### config.mk
export PLATFORM = sky130hd
export DESIGN_NAME = credit_stream_sender
export DESIGN_NICKNAME = d
export VERILOG_FILES = /design/src/rtl/credit_pkg.sv /design/src/rtl/credit_counter.sv /design/src/rtl/credit_stream_sender.sv
export SDC_FILE = /design/constraint.sdc
export NUM_CORES = 1
export LEC_CHECK = 0
export BUFFER_PORTS_ARGS = -buffer_cell sky130_fd_sc_hd__buf_2
export CAP_MARGIN = 0
export CORE_ASPECT_RATIO = 2
export CORE_MARGIN = 8
export CORE_UTILIZATION = 55
export CTS_BUF_LIST = sky130_fd_sc_hd__clkbuf_8 sky130_fd_sc_hd__clkbuf_16
export DETAILED_ROUTE_END_ITERATION = 10
export PLACE_DENSITY = 0.77
export SYNTH_ARGS = -nofsm -noshare
export SYNTH_HDL_FRONTEND = slang
export SYNTH_SLANG_ARGS = --single-unit
### constraint.sdc
create_clock -name wr_clk -period 11.1 [get_ports wr_clk]
set_input_delay 2.22 -clock wr_clk [delete_from_list [all_inputs] [get_ports wr_clk]]
set_output_delay 2.22 -clock wr_clk [all_outputs]
set_load 0.03 [all_outputs]
### src/rtl/credit_pkg.sv
// Shared types and helpers for the credit-based FIFO write-side sender.
package credit_pkg;

    localparam int DEFAULT_DEPTH = 16;

    typedef enum logic [1:0] {
        RUN,
        DRAIN,
        DONE
    } sender_state_t;

    // One extra bit so the counter can hold the full value DEPTH.
    function automatic int credit_w(input int depth);
        return $clog2(depth) + 1;
    endfunction

endpackage

### src/rtl/credit_counter.sv
// Credit pool: starts full, decrements on take, increments on give, saturates at
// DEPTH and flags a sticky error when a credit arrives while the pool is full.
module credit_counter
    import credit_pkg::*;
#(
    parameter int DEPTH = DEFAULT_DEPTH
) (
    input  logic                       clk,
    input  logic                       rst_n,
    input  logic                       take,
    input  logic                       give,
    output logic [credit_w(DEPTH)-1:0] count,
    output logic                       has_credit,
    output logic                       full,
    output logic                       err
);

    localparam int CREDIT_W = credit_w(DEPTH);
    localparam logic [CREDIT_W-1:0] FULL_CNT = CREDIT_W'(DEPTH);
    localparam logic [CREDIT_W-1:0] ONE      = CREDIT_W'(1);

    assign has_credit = (count != '0);
    assign full       = (count == FULL_CNT);

    always_ff @(posedge clk or negedge rst_n) begin
        if (!rst_n) begin
            count <= FULL_CNT;
            err   <= 1'b0;
        end else begin
            if (take && !give) begin
                count <= count - ONE;
            end else if (give && !take) begin
                // A return into a full pool means the peer over-counted.
                if (full) begin
                    err <= 1'b1;
                end else begin
                    count <= count + ONE;
                end
            end
        end
    end

endmodule

### src/rtl/credit_stream_sender.sv
// Write-side transmitter for the credit-based async FIFO: 2-entry skid buffer,
// credit-gated launch, and a flush/quiesce state machine, all in wr_clk.
module credit_stream_sender
    import credit_pkg::*;
#(
    parameter int DEPTH  = DEFAULT_DEPTH,
    parameter int DATA_W = 32
) (
    input  logic                       wr_clk,
    input  logic                       wr_rst_n,
    input  logic                       in_valid,
    output logic                       in_ready,
    input  logic [DATA_W-1:0]          in_data,
    output logic                       wr_valid,
    output logic [DATA_W-1:0]          wr_data,
    input  logic                       wr_credit_pulse,
    output logic [credit_w(DEPTH)-1:0] credits,
    output logic                       idle,
    input  logic                       flush_req,
    output logic                       flush_done,
    output logic                       credit_err
);

    logic [DATA_W-1:0] skid_q [2];
    logic [1:0]        skid_cnt;
    logic [1:0]        skid_cnt_nxt;
    sender_state_t     state;

    logic              xfer;
    logic              launch;
    logic              has_credit;
    logic              pool_full;
    logic              wr_idx;
    logic              bypass;
    logic [DATA_W-1:0] head;

    assign xfer         = in_valid && in_ready;
    assign head         = (skid_cnt != 2'd0) ? skid_q[0] : in_data;
    assign launch       = ((skid_cnt != 2'd0) || xfer) && has_credit;
    assign bypass       = launch && (skid_cnt == 2'd0);
    assign skid_cnt_nxt = skid_cnt + {1'b0, xfer} - {1'b0, launch};
    assign wr_idx       = (skid_cnt_nxt == 2'd2);

    assign idle = (skid_cnt == 2'd0) && !wr_valid && pool_full;

    credit_counter #(
        .DEPTH(DEPTH)
    ) u_credit_counter (
        .clk       (wr_clk),
        .rst_n     (wr_rst_n),
        .take      (launch),
        .give      (wr_credit_pulse),
        .count     (credits),
        .has_credit(has_credit),
        .full      (pool_full),
        .err       (credit_err)
    );

    // Skid storage holds data only; occupancy in skid_cnt says what is live.
    always_ff @(posedge wr_clk) begin
        if (launch && (skid_cnt != 2'd0)) begin
            skid_q[0] <= skid_q[1];
        end
        if (xfer && !bypass) begin
            skid_q[wr_idx] <= in_data;
        end
    end

    always_ff @(posedge wr_clk or negedge wr_rst_n) begin
        if (!wr_rst_n) begin
            state      <= RUN;
            skid_cnt   <= 2'd0;
            in_ready   <= 1'b0;
            wr_valid   <= 1'b0;
            wr_data    <= '0;
            flush_done <= 1'b0;
        end else begin
            skid_cnt   <= skid_cnt_nxt;
            wr_valid   <= launch;
            flush_done <= 1'b0;
            if (launch) begin
                wr_data <= head;
            end
            case (state)
                RUN: begin
                    if (flush_req) begin
                        state    <= DRAIN;
                        in_ready <= 1'b0;
                    end else begin
                        in_ready <= (skid_cnt_nxt != 2'd2);
                    end
                end
                DRAIN: begin
                    in_ready <= 1'b0;
                    // Quiesced once every launched word has been consumed by the reader.
                    if ((skid_cnt == 2'd0) && pool_full) begin
                        state      <= DONE;
                        flush_done <= 1'b1;
                    end
                end
                DONE: begin
                    state    <= RUN;
                    in_ready <= (skid_cnt_nxt != 2'd2);
                end
                default: begin
                    state    <= RUN;
                    in_ready <= 1'b0;
                end
            endcase
        end
    end

endmodule
==> results by group <==
Run status
  • Outcome: finished clean

Timing
  • Clock skew: 0.006994 ns
  • Slew HR: 25.59%
  • FMAX: 182.6 MHz
  • Slew @ Worst Pin: 1.114 ns
  • Period utilization: 49.35%
  • RSZ-0062 raised after global routing: false
  • Fin. Hold Viols: 0
  • Pins Over Slew Limit: 0
  • Tmin final: 5.478 ns
  • Setup TNS: 0 ns
  • Final setup viols: 0

Critical path
  • CP Max Fanout: 36
  • Most frequent CP cell: ha_1
  • Slowest cell delay on critical path: 0.88 ns
  • Reg2reg end: skid_q[0][31]
  • Endpoint class of the critical path: flip-flop
  • Crit Path Class: primary input to flip-flop
  • CP required: 11.20 ns
  • CP delay by family, top: compound AO/OA/AOI/OAI gates
  • Reg2reg setup slack: 6.39 ns
  • Crit path cell chain: buf_2, nand2_1, a21boi_4, ha_1, inv_1, ha_1, xnor3_1, nor2_1, a211o_2, mux2_2
  • Worst EP arrival: 5.57 ns
  • Slowest CP cell: a21boi_4
  • Critical R2R Launch: u_credit_counter.count[4]
  • Cells on worst reg2reg path: 9
  • Crit path launch type: primary input
  • Critical path buffers and inverters: 2

Hold path
  • Hold path cells: 1
  • Hold Crit Start: u_credit_counter.err
  • HP Class: flip-flop to flip-flop
  • Hold endpoint: u_credit_counter.err

Power
  • Internal power: 1.031 mW
  • P_leak: 2.290 nW
  • Flop pwr share: 39.8%
  • Combinational power share: 40.9%
  • Psw: 0.6228 mW
  • Clock share of power: 19.3%
  • PwrDens: 310.2 nW/um^2
  • Maximum VDD drop: 0.0002739 V
  • Sw frac: 37.65%
  • Final Power: 1.654 mW

Clock network
  • # resized after CTS: 0
  • Clock latency on the worst-skew pair: 0.34 ns
  • CTS Buf Count: 9
  • Clk root buf: clkbuf_16
  • Clock slew at reported path FFs: 0.07 ns
  • Setup bufs post-CTS: 0
  • Longest Clk Path Bufs: 2
  • Htree depth: 3
  • Hold_buf cts: 0
  • CTS tree: done
  • Clock sink count: 109

Finish
  • Design Area, Final: 5331 um^2
  • Layout cells sized above 1: 38.44%
  • Antenna cell count: 0
  • Area Growth Syn to Fin: 17.19%
  • Most frequent cells in the layout: buf_2, edfxtp_1, dfrtp_1
  • Commonest non-fill, non-tap cell in the layout: buf_2
  • Layout net count: 399
  • Fin util: 65.22%

Synthesis
  • Post-synthesis sequential area ratio: 67.02%
  • Syn Inst Count: 281
  • Yosys Warn Count: 0
  • Post-synthesis cell area: 4549 um^2
  • Synthesized flop and latch total: 109
  • Synth cell types: 37
  • Syn Nets: 326
  • Avg Cell Area, Syn: 16.19 um^2

Global route
  • First-pass GRT wire length: 15810 um
  • Remaining global-route overflow: 0
  • Vias in the first global route: 3019
  • Initial antenna violation count: 0
  • Pin count of the biggest net entering global routing: 46
  • Overall Global Routing Usage: 18.06%

Die
  • Site Rows: 47
  • Io pins: 79
  • Chip height: 144.6 um
  • Core ar.: 8174 um^2
  • Die W: 80.31 um
  • Die area: 11610 um^2
  • Initial Utilization: 55.66%

Routing
  • Routed wire length: 9725 um
  • Initial DRC count: 352
  • WL per Instance: 21.28 um
  • Via count: 2719
  • Post-route DRC: 0
  • Remaining antenna violation count after routing: 0
  • DRT Pass-1 Iters: 5
  • Vias per cell: 5.950

Place
  • GPL Wtd Cong: 0.7368
  • Placed Area: 5030 um^2
  • Hpwl dp: 6335 um
  • I/O Buffers: 78

Job
  • # Max-Cap Violations: 0
[per-stage QoR]
stage,hold slack [ns],setup WS [ns],cells
after floorplan,0.4492,4.322,281
after global placement,0.4412,5.375,441
after detailed placement,0.4391,5.224,441
after CTS,0.4598,5.602,457
after global routing,0.4906,5.403,457
final,0.4550,5.622,457
[cells in the mapped netlist]
| library cell | count | share of area, % |
|---|---|---|
| edfxtp_1 | 64 | 42 |
| dfrtp_1 | 44 | 24 |
| a2bb2oi_1 | 32 | 6.2 |
| o22ai_1 | 32 | 4.4 |
| mux2_4 | 30 | 9.9 |
| clkbuf_1 | 11 | 0.91 |
| ha_1 | 7 | 1.9 |
| nor2_1 | 7 | 0.58 |
| a21oi_1 | 4 | 0.44 |
| inv_1 | 4 | 0.33 |
| nand2_1 | 4 | 0.33 |
| nor3b_1 | 4 | 0.66 |
| a21o_1 | 3 | 0.50 |
| buf_2 | 3 | 0.33 |
| buf_6 | 3 | 0.74 |
| mux2_2 | 3 | 0.74 |
| mux2i_1 | 3 | 0.66 |
| nand3_1 | 2 | 0.22 |
| o31ai_1 | 2 | 0.33 |
| xor2_1 | 2 | 0.39 |
| a211o_1 | 1 | 0.19 |
| a211oi_1 | 1 | 0.17 |
| a21boi_1 | 1 | 0.17 |
| a31oi_1 | 1 | 0.14 |
| and3b_1 | 1 | 0.19 |
| buf_1 | 1 | 0.082 |
| dfstp_2 | 1 | 0.58 |
| fa_1 | 1 | 0.44 |
| nand2b_1 | 1 | 0.14 |
| nand3b_1 | 1 | 0.17 |
| nor2b_1 | 1 | 0.14 |
| nor3_1 | 1 | 0.11 |
| nor4_4 | 1 | 0.47 |
| or2_2 | 1 | 0.14 |
| or4b_2 | 1 | 0.22 |
| xnor2_1 | 1 | 0.19 |
| xnor3_1 | 1 | 0.50 |
[worst max-delay path by stage]
stage,startpoint,endpoint,slack [ns],depth (start not counted)
floorplan,in_valid,skid_q[1][0],4.32,9
global placement,in_valid,skid_q[0][31],5.38,10
detailed placement,in_valid,skid_q[0][31],5.22,10
CTS,in_valid,skid_q[0][31],5.60,10
global route,in_valid,skid_q[0][31],5.40,10
finish,in_valid,skid_q[0][31],5.62,10
[state kept, by name (all words and copies together), names as in the netlist]
register and flops:
skid_q 64, flush_done 1, u_credit_counter.count 5, wr_data 32, in_ready 1, state 2
skid_cnt 2, u_credit_counter.err 1, wr_valid 1
[power groups by stage]
| stage | Clock [mW] | Combinational, mW | Sequential (mW) |
|---|---|---|---|
| 2_1_floorplan | 0 | 0.349 | 0.799 |
| 3_3_place_gp | 0 | 0.663 | 0.662 |
| 3_5_place_dp | 0 | 0.685 | 0.665 |
| 4_1_cts | 0.323 | 0.687 | 0.660 |
| 5_1_grt | 0.337 | 0.731 | 0.676 |
| 6_report | 0.319 | 0.676 | 0.659 |
[area by class of cell]
type	instances	area [um^2]
flip-flops and latches	109	3049
inverters	4	15.01
clock buffers	10	239.0
multi-input cells	150	1438
well taps	98	122.6
clock inverters	6	62.56
repair buffers	80	405.4
fillers	610	2843
[metal layers]
metal	global-route usage [%]	share of wire, %
met1	20.56	38
met2	31.31	55
met3	4.172	5.2
met4	7.239	1.8
met5	0	0
[logic make-up (layout without fill, tap and decap cells)]
group	after synthesis	in the layout	synth area share, %
muxes	36	36	11.30
adders and majority gates	8	8	2.365
and+or+nand+nor	25	25	3.356
buffers and inverters	22	100	2.392
xor gates and xnor gates	4	4	1.073
DFF	109	109	67.02
AOI/OAI and AO/OA	77	77	12.49
Note: power is estimated with default switching activity, not from simulation.
